**config.mk**
```make
export PLATFORM = sky130hd
export DESIGN_NAME = lpc_host
export DESIGN_NICKNAME = d
export VERILOG_FILES = /design/src/rtl/lpc_pkg.sv /design/src/rtl/lpc_host.sv
export SDC_FILE = /design/constraint.sdc
export NUM_CORES = 1
export LEC_CHECK = 0
export CAP_MARGIN = 10
export CELL_PAD_IN_SITES_DETAIL_PLACEMENT = 1
export CELL_PAD_IN_SITES_GLOBAL_PLACEMENT = 2
export CORE_MARGIN = 4
export CORE_UTILIZATION = 31
export CTS_CLUSTER_SIZE = 16
export DETAILED_ROUTE_END_ITERATION = 8
export PLACE_DENSITY_LB_ADDON = 0.1
export REMOVE_ABC_BUFFERS = 1
export SYNTH_ARGS = -nofsm -noshare
export SYNTH_HDL_FRONTEND = slang
export SYNTH_SLANG_ARGS = --single-unit
```
**constraint.sdc**
```tcl
create_clock -name LPC_CLK -period 2.7 [get_ports LPC_CLK]
set_input_delay 0.405 -clock LPC_CLK [delete_from_list [all_inputs] [get_ports LPC_CLK]]
set_output_delay 0.405 -clock LPC_CLK [all_outputs]
set_load 0.05 [all_outputs]
```
**src/rtl/lpc_pkg.sv**
```systemverilog
// Shared LPC definitions (START/CYCTYPE/SYNC nibble codes and the cycle state
// enum) used by both the host initiator and the target side.
package lpc_pkg;

  localparam logic [3:0] LPC_START       = 4'b0000;
  localparam logic [3:0] CYC_IO_RD       = 4'b0000;
  localparam logic [3:0] CYC_IO_WR       = 4'b0010;
  localparam logic [3:0] SYNC_READY      = 4'b0000;
  localparam logic [3:0] SYNC_SHORT_WAIT = 4'b0101;
  localparam logic [3:0] SYNC_LONG_WAIT  = 4'b0110;
  localparam logic [3:0] SYNC_ERROR      = 4'b1010;
  localparam logic [3:0] LAD_IDLE        = 4'b1111;

  typedef enum logic [3:0] {
    ST_IDLE,
    ST_START,
    ST_CYC,
    ST_ADDR,
    ST_WDATA,
    ST_TAR1,
    ST_TAR2,
    ST_SYNC,
    ST_RDATA,
    ST_PTAR,
    ST_ABORT,
    ST_ABORT_END
  } lpc_state_e;

endpackage

```
**src/rtl/lpc_host.sv**
```systemverilog
// LPC I/O-cycle initiator: one request in, one LPC I/O read/write cycle on the
// bus, one response out. Optional abort frame on SYNC timeout: LPC_HOST_ABORT_EN.
module lpc_host
  import lpc_pkg::*;
#(
  parameter int SYNC_TIMEOUT = 8
) (
  input  logic        LPC_CLK,
  input  logic        LPC_RST,
  output logic        LPC_FRAME,
  output logic [3:0]  LAD_O,
  output logic        LAD_OE,
  input  logic [3:0]  LAD_I,
  input  logic        req_valid,
  output logic        req_ready,
  input  logic        req_write,
  input  logic [15:0] req_addr,
  input  logic [7:0]  req_data,
  output logic        rsp_valid,
  output logic [7:0]  rsp_data,
  output logic        rsp_error
);

  localparam int CW = $clog2(SYNC_TIMEOUT + 1);
  localparam logic [CW-1:0] TO_LIMIT = CW'(SYNC_TIMEOUT);

  lpc_state_e    state_q, state_d;
  logic [1:0]    idx_q, idx_d;
  logic [CW-1:0] cnt_q, cnt_d, cnt_inc;
  logic          wr_q, wr_d;
  logic [15:0]   addr_q, addr_d;
  logic [7:0]    data_q, data_d;
  logic [7:0]    rdata_q, rdata_d;
  logic          err_q, err_d;
  logic          frame_q, frame_d;
  logic [3:0]    lad_o_q, lad_o_d;
  logic          lad_oe_q, lad_oe_d;
  logic          rsp_valid_q, rsp_valid_d;
  logic [7:0]    rsp_data_q, rsp_data_d;
  logic          rsp_error_q, rsp_error_d;

  always_comb begin
    state_d     = state_q;
    idx_d       = idx_q;
    cnt_d       = cnt_q;
    cnt_inc     = cnt_q + CW'(1);
    wr_d        = wr_q;
    addr_d      = addr_q;
    data_d      = data_q;
    rdata_d     = rdata_q;
    err_d       = err_q;
    rsp_valid_d = 1'b0;
    rsp_data_d  = rsp_data_q;
    rsp_error_d = rsp_error_q;

    case (state_q)
      ST_IDLE: if (req_valid) begin
        wr_d    = req_write;
        addr_d  = req_addr;
        data_d  = req_data;
        err_d   = 1'b0;
        state_d = ST_START;
      end
      ST_START: state_d = ST_CYC;
      ST_CYC: begin
        state_d = ST_ADDR;
        idx_d   = 2'd0;
      end
      ST_ADDR: begin
        idx_d = idx_q + 2'd1;
        if (idx_q == 2'd3) begin
          idx_d   = 2'd0;
          state_d = wr_q ? ST_WDATA : ST_TAR1;
        end
      end
      ST_WDATA: begin
        idx_d = idx_q + 2'd1;
        if (idx_q == 2'd1) state_d = ST_TAR1;
      end
      ST_TAR1: state_d = ST_TAR2;
      ST_TAR2: begin
        state_d = ST_SYNC;
        cnt_d   = '0;
      end
      ST_SYNC: begin
        case (LAD_I)
          SYNC_READY, SYNC_ERROR: begin
            err_d   = (LAD_I == SYNC_ERROR);
            idx_d   = 2'd0;
            state_d = wr_q ? ST_PTAR : ST_RDATA;
          end
          SYNC_LONG_WAIT: cnt_d = '0;
          default: begin
            // short wait, and anything unrecognised (incl. a floating bus)
            cnt_d = cnt_inc;
            if (cnt_inc == TO_LIMIT) begin
`ifdef LPC_HOST_ABORT_EN
              idx_d   = 2'd0;
              state_d = ST_ABORT;
`else
              state_d     = ST_IDLE;
              rsp_valid_d = 1'b1;
              rsp_error_d = 1'b1;
              rsp_data_d  = 8'hFF;
`endif
            end
          end
        endcase
      end
      ST_RDATA: begin
        idx_d = idx_q + 2'd1;
        if (idx_q == 2'd0) begin
          rdata_d[3:0] = LAD_I;
        end else begin
          rdata_d[7:4] = LAD_I;
          idx_d        = 2'd0;
          state_d      = ST_PTAR;
        end
      end
      ST_PTAR: begin
        idx_d = idx_q + 2'd1;
        if (idx_q == 2'd1) begin
          state_d     = ST_IDLE;
          rsp_valid_d = 1'b1;
          rsp_error_d = err_q;
          if (!wr_q) rsp_data_d = rdata_q;
        end
      end
      ST_ABORT: begin
        idx_d = idx_q + 2'd1;
        if (idx_q == 2'd3) state_d = ST_ABORT_END;
      end
      ST_ABORT_END: begin
        // ABORT is only reachable through a SYNC timeout
        state_d     = ST_IDLE;
        rsp_valid_d = 1'b1;
        rsp_error_d = 1'b1;
        rsp_data_d  = 8'hFF;
      end
      default: state_d = ST_IDLE;
    endcase

    // Pad outputs are decoded from the next state so they line up with state_q.
    frame_d  = 1'b1;
    lad_o_d  = LAD_IDLE;
    lad_oe_d = 1'b0;
    case (state_d)
      ST_START: begin
        frame_d  = 1'b0;
        lad_o_d  = LPC_START;
        lad_oe_d = 1'b1;
      end
      ST_CYC: begin
        lad_o_d  = wr_d ? CYC_IO_WR : CYC_IO_RD;
        lad_oe_d = 1'b1;
      end
      ST_ADDR: begin
        lad_oe_d = 1'b1;
        case (idx_d)
          2'd0:    lad_o_d = addr_d[15:12];
          2'd1:    lad_o_d = addr_d[11:8];
          2'd2:    lad_o_d = addr_d[7:4];
          default: lad_o_d = addr_d[3:0];
        endcase
      end
      ST_WDATA: begin
        lad_oe_d = 1'b1;
        lad_o_d  = (idx_d == 2'd0) ? data_d[3:0] : data_d[7:4];
      end
      ST_TAR1: lad_oe_d = 1'b1;
      ST_ABORT: begin
        frame_d  = 1'b0;
        lad_oe_d = 1'b1;
      end
      default: ;
    endcase
  end

  always_ff @(posedge LPC_CLK) begin
    if (LPC_RST) begin
      state_q     <= ST_IDLE;
      idx_q       <= '0;
      cnt_q       <= '0;
      wr_q        <= 1'b0;
      addr_q      <= '0;
      data_q      <= '0;
      rdata_q     <= '0;
      err_q       <= 1'b0;
      frame_q     <= 1'b1;
      lad_o_q     <= LAD_IDLE;
      lad_oe_q    <= 1'b0;
      rsp_valid_q <= 1'b0;
      rsp_data_q  <= '0;
      rsp_error_q <= 1'b0;
    end else begin
      state_q     <= state_d;
      idx_q       <= idx_d;
      cnt_q       <= cnt_d;
      wr_q        <= wr_d;
      addr_q      <= addr_d;
      data_q      <= data_d;
      rdata_q     <= rdata_d;
      err_q       <= err_d;
      frame_q     <= frame_d;
      lad_o_q     <= lad_o_d;
      lad_oe_q    <= lad_oe_d;
      rsp_valid_q <= rsp_valid_d;
      rsp_data_q  <= rsp_data_d;
      rsp_error_q <= rsp_error_d;
    end
  end

  assign LPC_FRAME = frame_q;
  assign LAD_O     = lad_o_q;
  assign LAD_OE    = lad_oe_q;
  assign req_ready = (state_q == ST_IDLE);
  assign rsp_valid = rsp_valid_q;
  assign rsp_data  = rsp_data_q;
  assign rsp_error = rsp_error_q;

endmodule

```
==> flow_results.org <==
** Power
- The clock network is responsible for 35.1% of the overall power.
- Net switching is 30.5% of the power.
- Sequential Power Share :: 42.7%
- Logic gate share of total power :: 22.3%
- For this design the ratio of total power to cell area is 594 nW/um^2.
- Summed over all nets, the switching power comes to 0.699 mW.
- In this run the static leakage power is 1.49 nW.
- Internal power contribution :: 1.59 mW
- Across the VDD grid, the largest voltage drop is 0.263 mV.

** Worst setup path
- The worst setup path is launched from a flip-flop.
- At the worst endpoint, the required time is 2.91 ns.
- The worst setup path is of the flip-flop to flip-flop kind.
- STA puts the critical path data arrival time at 2.79 ns.
- Crit. End Element :: flip-flop
- Maximum net fanout on the critical path :: 7

** GRT
- Global routing consumed, over all layers together, 15.3% of the routing resources.
- First-pass GRT wire length :: 13.6 mm
- Final global-route overflow total :: 0
- Largest net degree at the start of global routing :: 38
- Number of antenna violations at the first check in global routing :: 0
- The number of global-route vias before repair came to 2716.

** Final layout
- Sequential cell area :: 1200 um^2
- Total inserted antenna cells :: 0
- Once layout is complete, the utilization of the core stands at 41.8%.
- The library cell used most frequently in the layout, excluding fill and tap cells, is nand2_1.
- The area growth from synthesis to layout is 31.4%.
- The final layout contains 440 nets.
- Commonest cells after routing, fill and taps aside :: nand2_1, dfxtp_1, clkdlybuf4s50_1
- Final standard cell count with taps included and fillers excluded :: 538
- The multi-input combinational cells in the finished layout cover a total of 1610 um^2.
- Of the cells placed in the final design, the portion with a size suffix greater than 1 is 13.7%.
- Count of fill cells added during filler insertion :: 1100

** Synth
- After synthesis the netlist holds a flip-flop and latch count of 60.
- Yosys cell types :: 54
- Among all flip-flop cells after synthesis, the most frequent one is dfxtp_1.
- In this run the mean area of a mapped cell was 8.52 um^2.
- Counting flops with an async set or reset pin after synthesis yields a share of 0%.
- Yosys printed 0 warnings.
- The synthesized design contains 0 enable-type register cells.
- The share of the Yosys chip area taken by registers is 40.9%.
- After synthesis the cells add up to 2940 um^2.
- Number of instances in the synthesized netlist :: 345

** Floorplan
- Full die area :: 11100 um^2
- Top-level port count :: 49
- In this run the standard cell core region covers 9240 um^2.
- Row generation in the floorplan step produced 35 rows.
- The floorplan step set the die width to 105 um.
- Vertical die dimension :: 105 um
- Starting density of the core :: 31.8%

** Routing
- Number of vias in the routed layout :: 2673
- In the routed design, unresolved DRC markers number 0.
- For this block, the routed nets add up to 8.21 mm of wire.
- In the routed layout, each cell is associated on average with a via count of 4.97.
- The first detailed-routing pass took 4 iterations.
- Routed length per placed instance :: 15.3 um
- Routed Antenna Nets :: 0
- DRC marker count from the first detailed-route iteration :: 67

** Timing
- Max Fclk :: 0.388 GHz
- The final number of hold-violating endpoints came to 0.
- The final critical path takes up 95.6% of the cycle.
- Across the routed clock network, the largest skew measured is 0.00905 ns.
- Setup repair after global routing left no endpoint under its margin.
- Number of max-slew violations in the final report :: 0
- Slew at the pin with the worst max-slew slack :: 0.674 ns
- Setup Viol. Count Final :: 0
- Max-slew headroom at the worst pin :: 55.1%
- Final worst path period need :: 2.58 ns

** Clock network
- Total clock sinks :: 60
- Total of cells resized after clock tree synthesis :: 1
- Hold repair after CTS inserted 0 buffers.
- CTS Buffer Depth :: 2
- Buffers inserted during clock tree synthesis total 9.
- In this run the post-CTS setup repair buffer count came out at 0.
- The root buffer cell chosen for the clock tree is clkbuf_8.
- TritonCTS built the clock tree.
- CTS built an H-tree with a depth of 3.
- Clock latency on the worst-skew pair, taken at its later pin, is 0.34 ns.
- Clock-pin transition on the worst setup and hold timing paths :: 0.07 ns

** Status
- The flow ran to the end, and the final reports show no timing, DRC or antenna violations.

** Placement
- Post-Place Cells :: 522
- Port Buffer Count :: 48
- DP Wirelength :: 5.94 mm
- Routability-driven placement finished with a final weighted congestion of 0.802.

** Flow run
- Max-cap violations in this run came to 0.

** Worst hold path
- Type of the tightest min-delay check :: flip-flop to flip-flop
## state kept, by name (all words and copies together) (netlist names)
signal	cells
LAD_O	4
LAD_OE	1
LPC_FRAME	1
addr_q	16
cnt_q	4
data_q	8
err_q	1
idx_q	2
rdata_q	8
rsp_data	8
rsp_error	1
rsp_valid	1
state_q	4
wr_q	1
## per-stage QoR
stage / power [mW] / TNS (ns) / setup slack [ns] / instance area (um^2) / hold slack (ns)
5_1_grt: 2.42 / 0 / 0.00316 / 3860 / 0.475
3_5_place_dp: 1.52 / -0.423 / -0.123 / 3670 / 0.449
2_1_floorplan: 1.29 / -34.51 / -1.67 / 2830 / 0.427
6_report: 2.29 / 0 / 0.120 / 3860 / 0.456
4_1_cts: 2.34 / 0 / 0.0709 / 3860 / 0.458
3_3_place_gp: 1.51 / -0.138 / -0.0467 / 3670 / 0.439
## critical path, cell delays in order (launching register included)
cell and delay, ns:
dfxtp_1 0.41, inv_1 0.07, ha_1 0.21, or3_4 0.34, a221o_1 0.38, o2111a_1 0.17
or4b_4 0.59, a21oi_4 0.17, o211ai_1 0.12
## routing by layer
layer  wire (um)  share of wire [%]  vias up  track usage (%)
li1            -                  -     1338                -
met4         123                1.5        0             4.78
met2        4090                 50       43             27.3
met1        3720                 45     1283             18.0
met5           0                  0        -                0
met3         276                3.4        9             3.61
## kinds of logic (layout without fill, tap and decap cells)
| group | count (synthesis) | count (layout) | share of synthesized area, % |
|---|---|---|---|
| xor gates and xnor gates | 1 | 1 | 0.298 |
| buffers and inverters | 29 | 93 | 4.47 |
| AOI/OAI and AO/OA | 86 | 86 | 18.7 |
| muxes | 24 | 24 | 11.6 |
| adders and majority gates | 4 | 4 | 1.70 |
| DFF | 60 | 60 | 40.9 |
| and+or+nand+nor | 141 | 141 | 22.3 |
## power by group through the flow
stage                     combinational, mW  clock (mW)  sequential (mW)
final                                 0.511       0.804            0.978
after global routing                  0.560       0.873            0.986
after CTS                             0.518       0.840            0.979
after detailed placement              0.519           0            0.999
after global placement                0.512           0             1.00
after floorplan                       0.243           0             1.05
## cells in the mapped netlist, types with 4 or more instances
library cell,number,area [um^2]
o21ai_0,9,45.0
nand2_1,63,236
a21o_1,4,30.0
inv_1,5,18.8
mux4_2,8,180
nor2b_1,5,31.3
dfxtp_1,60,1200
nor2_1,39,146
nor3_1,5,25.0
a21oi_1,39,195
ha_1,4,50.1
clkbuf_1,16,60.1
buf_2,6,30.0
a211oi_1,10,75.1
o211ai_1,4,30.0
mux2i_1,15,150
## layout make-up
class / instances / share of cell area (%)
clock buffer: 10 / 3.30
clock inverter: 6 / 1.68
inverter: 5 / 0.486
multi-input combinational: 256 / 41.7
sequential: 60 / 31.1
tap: 129 / 4.18
timing repair buffer: 72 / 17.6
## path summary, 6_finish.rpt
kind / to / slack (ns) / startpoint / depth (start not counted)
worst min-delay path: addr_q[13]$_SDFF_PP0_ / 0.46 / addr_q[13]$_SDFF_PP0_ / 2
worst max register to register: LAD_O[3]$_SDFF_PP1_ / 0.12 / idx_q[0]$_SDFF_PP0_ / 8
worst max-delay path: LAD_O[3]$_SDFF_PP1_ / 0.12 / idx_q[0]$_SDFF_PP0_ / 8
worst min register to register: addr_q[13]$_SDFF_PP0_ / 0.46 / addr_q[13]$_SDFF_PP0_ / 2
No activity file was read; power rests on OpenSTA's default activity.
